## src/rtl/wb_fwd_ctl_if.sv

```systemverilog
// Decode/execute/writeback signal bundle for the writeback-forwarding controller.
// The master side is the pipeline (decode, ALU, LSU, register file); the slave side is wb_fwd_ctl.
interface wb_fwd_ctl_if #(
  parameter int LEN_REG   = 32,
  parameter int LEN_REGNO = 5,
  parameter int NUM_SRC   = 2
);

  logic                         issue_valid;
  logic                         issue_we;
  logic                         issue_is_ld;
  logic [LEN_REGNO-1:0]         issue_rd;
  logic [NUM_SRC-1:0]           src_used;
  logic [NUM_SRC*LEN_REGNO-1:0] src_regno;
  logic [NUM_SRC*LEN_REG-1:0]   rf_data;
  logic [LEN_REG-1:0]           alu_result;
  logic [LEN_REG-1:0]           ld_result;

  logic [NUM_SRC*LEN_REG-1:0]   src_data;
  logic                         stall_o;
  logic                         issue_fire;
  logic                         wb_we;
  logic [LEN_REGNO-1:0]         wb_regno;
  logic [LEN_REG-1:0]           wb_data;

  modport master (
    output issue_valid, issue_we, issue_is_ld, issue_rd,
    output src_used, src_regno, rf_data, alu_result, ld_result,
    input  src_data, stall_o, issue_fire, wb_we, wb_regno, wb_data
  );

  modport slave (
    input  issue_valid, issue_we, issue_is_ld, issue_rd,
    input  src_used, src_regno, rf_data, alu_result, ld_result,
    output src_data, stall_o, issue_fire, wb_we, wb_regno, wb_data
  );

endinterface

```

## src/rtl/wb_fwd_ctl.sv

```systemverilog
// Writeback forwarding and load-use interlock: tracks DEPTH stages of in-flight
// register writes, forwards live results to NUM_SRC operand ports and retires writes in order.
module wb_fwd_ctl #(
  parameter int LEN_REG   = 32,
  parameter int LEN_REGNO = 5,
  parameter int DEPTH     = 3,
  parameter int LD_LAT    = 2,
  parameter int NUM_SRC   = 2,
  parameter int ZERO_REG  = 1
) (
  input  logic        clk,
  input  logic        rst,
  wb_fwd_ctl_if.slave bus
);

  localparam int LD_STG = LD_LAT - 1;

  logic               stall;
  logic               fire;
  logic               new_v;
  logic [NUM_SRC-1:0] blocked;

  // Writes to the hardwired zero register never enter the tracker.
  assign new_v = fire && bus.issue_we && !((ZERO_REG != 0) && (bus.issue_rd == '0));

  // ---------------------------------------------------------------------------
  // In-flight write stages. Everything shifts every cycle, stalled or not.
  // ---------------------------------------------------------------------------
  for (genvar gi = 0; gi < DEPTH; gi++) begin : g_stg
    logic                 v_reg;
    logic                 ld_reg;
    logic                 rdy_reg;
    logic [LEN_REGNO-1:0] regno_reg;
    logic [LEN_REG-1:0]   data_reg;

    logic                 v_next;
    logic                 ld_next;
    logic                 rdy_next;
    logic [LEN_REGNO-1:0] regno_next;
    logic [LEN_REG-1:0]   data_next;

    logic                 live;
    logic [LEN_REG-1:0]   live_data;

    // Unready entries only have data in the cycle their producer presents it.
    always_comb begin
      live      = 1'b0;
      live_data = '0;
      if (v_reg && rdy_reg) begin
        live      = 1'b1;
        live_data = data_reg;
      end else if (v_reg && !ld_reg && (gi == 0)) begin
        live      = 1'b1;
        live_data = bus.alu_result;
      end else if (v_reg && ld_reg && (gi == LD_STG)) begin
        live      = 1'b1;
        live_data = bus.ld_result;
      end
    end

    if (gi == 0) begin : g_head
      always_comb begin
        v_next     = new_v;
        ld_next    = bus.issue_is_ld;
        regno_next = bus.issue_rd;
        rdy_next   = 1'b0;
        data_next  = '0;
      end
    end else begin : g_body
      // Live data of the previous stage is exactly what gets captured on the shift.
      always_comb begin
        v_next     = g_stg[gi-1].v_reg;
        ld_next    = g_stg[gi-1].ld_reg;
        regno_next = g_stg[gi-1].regno_reg;
        rdy_next   = g_stg[gi-1].live;
        data_next  = g_stg[gi-1].live_data;
      end
    end

    always_ff @(posedge clk or negedge rst) begin
      if (!rst) begin
        v_reg     <= 1'b0;
        ld_reg    <= 1'b0;
        rdy_reg   <= 1'b0;
        regno_reg <= '0;
        data_reg  <= '0;
      end else begin
        v_reg     <= v_next;
        ld_reg    <= ld_next;
        rdy_reg   <= rdy_next;
        regno_reg <= regno_next;
        data_reg  <= data_next;
      end
    end
  end

  // ---------------------------------------------------------------------------
  // Operand resolution per read port.
  // ---------------------------------------------------------------------------
  for (genvar gi = 0; gi < NUM_SRC; gi++) begin : g_port
    logic [LEN_REGNO-1:0] rs;
    logic [LEN_REG-1:0]   rf_word;
    logic                 is_zero;
    logic                 blk;
    logic [LEN_REG-1:0]   res;

    assign rs      = bus.src_regno[gi*LEN_REGNO +: LEN_REGNO];
    assign rf_word = bus.rf_data[gi*LEN_REG +: LEN_REG];
    assign is_zero = (ZERO_REG != 0) && (rs == '0);

    // Chain from the oldest stage toward stage 0 so the youngest match wins.
    // The retiring stage stays in the chain, covering the same-cycle RF write.
    for (genvar gj = 0; gj < DEPTH; gj++) begin : g_scan
      logic               match;
      logic               hit;
      logic               hit_live;
      logic [LEN_REG-1:0] hit_data;

      assign match = g_stg[gj].v_reg && (g_stg[gj].regno_reg == rs);

      if (gj == DEPTH - 1) begin : g_last
        assign hit      = match;
        assign hit_live = match && g_stg[gj].live;
        assign hit_data = match ? g_stg[gj].live_data : '0;
      end else begin : g_chain
        assign hit      = match || g_scan[gj+1].hit;
        assign hit_live = match ? g_stg[gj].live      : g_scan[gj+1].hit_live;
        assign hit_data = match ? g_stg[gj].live_data : g_scan[gj+1].hit_data;
      end
    end

    always_comb begin
      blk = 1'b0;
      res = rf_word;
      if (is_zero) begin
        res = '0;
      end else if (g_scan[0].hit) begin
        if (g_scan[0].hit_live) begin
          res = g_scan[0].hit_data;
        end else begin
          blk = 1'b1;
        end
      end
    end

    assign blocked[gi]                             = blk;
    assign bus.src_data[gi*LEN_REG +: LEN_REG]     = res;
  end

  // ---------------------------------------------------------------------------
  // Issue control and retirement.
  // ---------------------------------------------------------------------------
  assign stall          = bus.issue_valid & (|(bus.src_used & blocked));
  assign fire           = bus.issue_valid & ~stall;
  assign bus.stall_o    = stall;
  assign bus.issue_fire = fire;

  assign bus.wb_we    = g_stg[DEPTH-1].v_reg;
  assign bus.wb_regno = g_stg[DEPTH-1].v_reg ? g_stg[DEPTH-1].regno_reg : '0;
  assign bus.wb_data  = g_stg[DEPTH-1].v_reg ? g_stg[DEPTH-1].data_reg  : '0;

endmodule

```

## src/flat_wrapper.sv

```systemverilog
// flat-port wrapper written by rule: the top's interface ports become plain ports
module wb_fwd_ctl_flat 
#(
  parameter int LEN_REG   = 32,
  parameter int LEN_REGNO = 5,
  parameter int DEPTH     = 3,
  parameter int LD_LAT    = 2,
  parameter int NUM_SRC   = 2,
  parameter int ZERO_REG  = 1
)
  (clk, rst, bus_issue_valid, bus_issue_we, bus_issue_is_ld, bus_issue_rd, bus_src_used, bus_src_regno, bus_rf_data, bus_alu_result, bus_ld_result, bus_src_data, bus_stall_o, bus_issue_fire, bus_wb_we, bus_wb_regno, bus_wb_data);
  wb_fwd_ctl_if #(.LEN_REG(LEN_REG), .LEN_REGNO(LEN_REGNO), .NUM_SRC(NUM_SRC)) bus_i ();
  input  logic clk;
  input  logic rst;
  input wire logic [$bits(bus_i.issue_valid)-1:0] bus_issue_valid;
  input wire logic [$bits(bus_i.issue_we)-1:0] bus_issue_we;
  input wire logic [$bits(bus_i.issue_is_ld)-1:0] bus_issue_is_ld;
  input wire logic [$bits(bus_i.issue_rd)-1:0] bus_issue_rd;
  input wire logic [$bits(bus_i.src_used)-1:0] bus_src_used;
  input wire logic [$bits(bus_i.src_regno)-1:0] bus_src_regno;
  input wire logic [$bits(bus_i.rf_data)-1:0] bus_rf_data;
  input wire logic [$bits(bus_i.alu_result)-1:0] bus_alu_result;
  input wire logic [$bits(bus_i.ld_result)-1:0] bus_ld_result;
  output wire logic [$bits(bus_i.src_data)-1:0] bus_src_data;
  output wire logic [$bits(bus_i.stall_o)-1:0] bus_stall_o;
  output wire logic [$bits(bus_i.issue_fire)-1:0] bus_issue_fire;
  output wire logic [$bits(bus_i.wb_we)-1:0] bus_wb_we;
  output wire logic [$bits(bus_i.wb_regno)-1:0] bus_wb_regno;
  output wire logic [$bits(bus_i.wb_data)-1:0] bus_wb_data;
  assign bus_i.issue_valid = bus_issue_valid;
  assign bus_i.issue_we = bus_issue_we;
  assign bus_i.issue_is_ld = bus_issue_is_ld;
  assign bus_i.issue_rd = bus_issue_rd;
  assign bus_i.src_used = bus_src_used;
  assign bus_i.src_regno = bus_src_regno;
  assign bus_i.rf_data = bus_rf_data;
  assign bus_i.alu_result = bus_alu_result;
  assign bus_i.ld_result = bus_ld_result;
  assign bus_src_data = bus_i.src_data;
  assign bus_stall_o = bus_i.stall_o;
  assign bus_issue_fire = bus_i.issue_fire;
  assign bus_wb_we = bus_i.wb_we;
  assign bus_wb_regno = bus_i.wb_regno;
  assign bus_wb_data = bus_i.wb_data;
  wb_fwd_ctl #(.LEN_REG(LEN_REG), .LEN_REGNO(LEN_REGNO), .DEPTH(DEPTH), .LD_LAT(LD_LAT), .NUM_SRC(NUM_SRC), .ZERO_REG(ZERO_REG)) u_core (.clk(clk), .rst(rst), .bus(bus_i));
endmodule
```

## config.mk

```make
export PLATFORM = sky130hd
export DESIGN_NAME = wb_fwd_ctl_flat
export DESIGN_NICKNAME = d
export VERILOG_FILES = /design/src/rtl/wb_fwd_ctl_if.sv /design/src/rtl/wb_fwd_ctl.sv /design/src/flat_wrapper.sv
export SDC_FILE = /design/constraint.sdc
export NUM_CORES = 1
export LEC_CHECK = 0
export CORE_ASPECT_RATIO = 2
export CORE_MARGIN = 4
export CORE_UTILIZATION = 47
export DETAILED_ROUTE_END_ITERATION = 10
export PLACE_DENSITY = 0.88
export SLEW_MARGIN = 5
export SYNTH_ARGS = -nofsm -noshare
export SYNTH_HDL_FRONTEND = slang
export SYNTH_SLANG_ARGS = --single-unit
export TNS_END_PERCENT = 5
```

## constraint.sdc

```tcl
create_clock -name clk -period 3.6 [get_ports clk]
set_clock_uncertainty 0.05 [all_clocks]
set_input_delay 0.36 -clock clk [delete_from_list [all_inputs] [get_ports clk]]
set_output_delay 0.36 -clock clk [all_outputs]
set_load 0.02 [all_outputs]
```

; ---- After elaboration in Yosys (flattened, before gate mapping)
; Cells that the tools add are included.
; W data, S select, Z words.
[totals]
ff_bits = 86
output_inout_bits = 104
wordCells = 78
[classes]
n_eq_ne = 6
muxes = 32
bitwise = 4
reduce_logical = 24
[op_table]
columns = cell, count
row1 = $mux W32, 17
row2 = $eq A5 B5 Y1, 6
row3 = $logic_not A5 Y1, 3
row4 = $logic_and A1 B1 Y1, 14
row5 = $mux W1, 14
row6 = $mux W5, 1
row7 = $logic_or A1 B1 Y1, 4
row8 = $and A1 B1 Y1, 2
row9 = $and A2 B2 Y2, 1
row10 = $logic_not A1 Y1, 2
row11 = $reduce_or A2 Y1, 1
row12 = $not A1 Y1, 1

; ---- Logic depth before layout (Yosys ltp)
[logic_depth]
depth_word = 15
ltp_mapped = 10

; ---- Worst setup path after synthesis
; OpenSTA, ideal clock, no wires.
[synth_path]
path_kind = flip-flop to output port
start = reg u_core.g_stg[1].regno_reg[1]
end = out bus_src_data[10]
t_arrival_ns = 1.921
slack_ns = 1.269
path_stages_with_launch = 9
n_path_buf = 1
cell_sequence = dfrtp_1 -> xnor2_1 -> nand4_1 -> o211a_2 -> nor2_1 -> a21o_1 -> clkbuf_1 -> a21oi_1 -> nor2_1
[synth_between]
elab_chain_cells = 7
word_cells_on_any_way = 11
[synth_lines]
columns = element, line_no
row1 = "start, declared", wb_fwd_ctl.sv:33  ; logic [LEN_REGNO-1:0] regno_reg;
row2 = "start signal, assigned", wb_fwd_ctl.sv:91  ; regno_reg <= regno_next;
row3 = $eq A5 B5 Y1 (*), wb_fwd_ctl.sv:119  ; assign match = g_stg[gj].v_reg && (g_stg[gj].regno_reg == rs);
row4 = $logic_and A1 B1 Y1 (*), wb_fwd_ctl.sv:119
row5 = $mux W32 / $mux W1 (equally long branches) (2 in a row), "wb_fwd_ctl.sv:128, wb_fwd_ctl.sv:127"
row6 = $mux W32, wb_fwd_ctl.sv:138  ; if (g_scan[0].hit_live) begin
row7 = $mux W32 (*), wb_fwd_ctl.sv:137  ; end else if (g_scan[0].hit) begin
row8 = $mux W32 (*), wb_fwd_ctl.sv:135  ; if (is_zero) begin
row9 = "end, declared", flat_wrapper.sv:24  ; output wire logic [$bits(bus_i.src_data)-1:0] bus_src_data;
; Mark *: on every way between the ends. The rest lies on a longest branch, timed or not.

; ---- Worst setup path in the final report
[layout_path]
start = in bus_src_regno[5]
end = out bus_stall_o
[layout_between]
elab_chain_cells = 11
word_cells_on_any_way = 18
[layout_lines]
columns = element, line_no
row1 = "start, declared", flat_wrapper.sv:20  ; input wire logic [$bits(bus_i.src_regno)-1:0] bus_src_regno;
row2 = $eq A5 B5 Y1, wb_fwd_ctl.sv:119
row3 = $logic_and A1 B1 Y1, wb_fwd_ctl.sv:119
row4 = $logic_and A1 B1 Y1, wb_fwd_ctl.sv:123  ; assign hit_live = match && g_stg[gj].live;
row5 = $mux W1 (2 in a row), wb_fwd_ctl.sv:127  ; assign hit_live = match ? g_stg[gj].live : g_scan[gj+1].hit_live;
row6 = $mux W1, wb_fwd_ctl.sv:138
row7 = $mux W1, wb_fwd_ctl.sv:137
row8 = $mux W1 (*), wb_fwd_ctl.sv:135
row9 = $and A2 B2 Y2 (*), wb_fwd_ctl.sv:153  ; assign stall = bus.issue_valid & (|(bus.src_used & blocked));
row10 = $reduce_or A2 Y1 (*), wb_fwd_ctl.sv:153
row11 = $and A1 B1 Y1 (*), wb_fwd_ctl.sv:153
row12 = "end, declared", flat_wrapper.sv:25  ; output wire logic [$bits(bus_i.stall_o)-1:0] bus_stall_o;
; Marked as above.

==> flow_metrics.py <==
metrics = {
    "status": {
        "outcome": "finished clean",
    },
    "logic_synthesis": {
        "synth_edf_count": 0,
        "yosys_warnings": 0,
        "syn_inst": 642,
        "synthArstFlopShare_pct": 100,
        "synth_compound_area_share_pct": 30.7,
        "synth_top_family_by_area": "compound AO/OA/AOI/OAI gates",
        "netlist.area_leader.share_pct": 36.5,
        "synth_mux_area_share_pct": 0,
        "synth-simple-area-share_pct": 18.6,
        "syn_area_mm2": 0.00590,
        "synthesis.nets": 792,
        "ys_seq_elements": 86,
        "ys_types": 47,
        "ys_seq_area_share_pct": 36.5,
        "synth_fa_ha_area_share_pct": 0,
        "synthTopCellsByArea": "dfrtp_1, a21oi_1, a22oi_1, a221oi_2, a22o_1",
        "syn_avg_cell_area_um2": 9.19,
        "yosysTopAreaCell": "dfrtp_1",
        "ys.flop_type": "dfrtp_1",
        "synth-xor-area-share_pct": 4.45,
    },
    "global_routing": {
        "track_usage_pct": 29.7,
        "grt_max_degree": 87,
        "first_global_vias": 6455,
        "grt_first_pass_wirelength_um": 33800,
        "grt_overflow_total": 0,
        "antenna_found_initial": 3,
    },
    "layout": {
        "area_growth_pct": 55.6,
        "stdcell_area_mm2": 0.00918,
        "final_nets": 1038,
        "largest_reg_flops": 64,
        "layout-drive-gt1-share_pct": 15.5,
        "final_cells": 1042,
    },
    "floorplan": {
        "core_area_mm2": 0.0122,
        "row_count": 57,
        "dieArea_mm2": 0.0145,
        "die_w_um": 87.2,
        "die_height_um": 166,
        "initial_core_util_pct": 48.4,
        "io_pins": 254,
    },
    "pwr": {
        "p_total_uw": 2650,
        "power.density_mw_per_mm2": 289,
        "peakVddDrop_mv": 0.261,
        "p_leak_uw": 0.00449,
    },
    "cts": {
        "numCtsBuffers": 9,
        "cts_sinks": 86,
        "clockRootBuffer": "clkbuf_16",
        "clockBufferDepth": 2,
        "hold_buffers": 0,
        "cts_tree": "done",
        "clk_pin_slew_ns": 0.06,
        "h-tree-depth": 3,
        "clock_latency_ns": 0.33,
    },
    "run": {
        "maxCapViolCount": 0,
    },
    "setup_path": {
        "worst-path-max-fanout": 4,
        "startpoint_type": "primary input",
        "required_ns": 3.19,
        "critPathKind": "in -> out",
        "crit_arrival_ns": 3.18,
        "reg2reg_to": "u_core.g_stg[0].v_reg$_DFF_PN0_",
        "timing.rr.start": "u_core.g_stg[1].v_reg$_DFF_PN0_",
        "setup.worst_path.end_class": "output port",
        "reg2reg_slack_ns": 1.35,
        "rr_worst_depth": 6,
    },
    "route": {
        "wl_per_cell_um": 21.2,
        "via_per_inst": 5.86,
        "drt_iter0_drc": 453,
        "antenna_left": 0,
        "num_vias": 6108,
        "dr.pass1.iters": 5,
        "wl_um": 22100,
        "drc": 0,
    },
    "sta": {
        "rsz0062_at_grt": "true",
        "setup_viol": 0,
        "min_period_ns": 3.59,
        "hold_viol": 0,
        "worst_pin_slew_ns": 1.11,
        "relSlewSlack_pct": 26.1,
        "fin_crit_sh_pct": 99.6,
        "timing.fmax_mhz": 279,
        "final_max_slew_viol_count": 0,
    },
    "min_path": {
        "hp-class": "in -> async",
    },
    "placed_design": {
        "place_area_mm2": 0.00867,
        "io_buffers": 253,
        "hpwl_um": 16300,
        "dp_cells": 1022,
        "gp_congestion": 0.932,
    },
}
[worst max path at each step]
stage / slack (ns) / startpoint / depth (start not counted) / endpoint
2_1_floorplan: 1.27 / u_core.g_stg[1].regno_reg[1]$_DFF_PN0_ / 8 / bus_src_data[10]
3_3_place_gp: -0.03 / bus_src_regno[8] / 10 / bus_stall_o
3_5_place_dp: -0.03 / bus_src_regno[8] / 10 / bus_stall_o
4_1_cts: 0.01 / bus_src_regno[7] / 9 / bus_stall_o
5_1_grt: -0.08 / bus_src_regno[3] / 10 / bus_src_data[2]
6_report: 0.01 / bus_src_regno[5] / 8 / bus_stall_o
[synthesized netlist by cell type (all sizes together), types with 5 or more instances]
cell type  number
a21oi          98
inv            33
xnor2          10
nand4           5
nand2          34
a221oi         32
xor2           20
a22o           32
a22oi          64
nor2b          34
nor2           73
dfrtp          86
clkbuf         38
buf            18
and2           38
[power by group]
part	leakage, uW	internal [uW]	switching (uW)
combinational	0.00319	328	282
sequential	0.00114	999	31.9
clock	0.000155	642	369
total	0.00449	1970	682
[layout by cell type, fill, tap and decap left out, types with 27 or more instances in the layout]
cell,netlist,final
dlymetal6s2s_1,0,56
nor2_1,70,68
dfrtp_1,86,86
inv_1,33,33
buf_4,5,27
a21oi_1,97,97
clkdlybuf4s50_1,0,196
a22o_1,32,32
nor2b_2,30,30
and2_1,38,38
a22oi_1,63,63
a221oi_2,30,30
nand2_1,33,33
[cells by family after synthesis]
family / after synthesis
and+or+nand+nor: 199
AOI/OAI and AO/OA: 235
buffers and inverters: 92
DFF: 86
xor gates and xnor gates: 30
[critical path, cell delays in order]
cell and delay (ns):
clkdlybuf4s50_1 0.53, xor2_1 0.24, nor4_2 0.43, nand4_1 0.29, a21oi_4 0.32, a32o_2 0.26, and2_1 0.14, clkdlybuf4s50_1 0.60
[repair_timing]
item                       CTS  global route
gates resized for setup      1            58
pin swaps                    2             5
setup buffers                0             2
setup endpoints to repair    8            66
[through the flow]
stage | util, % | setup slack, ns | hold slack [ns] | TNS [ns]
after global routing | 75.3 | -0.0755 | 0.267 | -0.426
after global placement | 71.1 | -0.0256 | 0.365 | -0.0337
after CTS | 73.8 | 0.0145 | 0.219 | 0
after floorplan | - | 1.27 | 0.0144 | 0
final | 75.3 | 0.0133 | 0.164 | 0
after detailed placement | 71.1 | -0.0253 | 0.371 | -0.0253
[cell type report]
cell class	count	area, um^2
Tap cell	147	184
Timing Repair Buffer	294	3170
Clock buffer	12	256
Clock inverter	3	67.6
Antenna cell	3	7.51
Inverter	33	124
Multi-Input combinational cell	464	3220
Fill cell	843	3020
Sequential cell	86	2150
[per-layer routing]
layer  up-vias  track usage, %  wire (um)
met4         0            14.6        970
met3        67            4.79       1340
met1      2971            33.2       7750
li1       2788               -          -
met5         -               0          0
met2       282            53.1      12000
(Power assumes the default switching activity.)
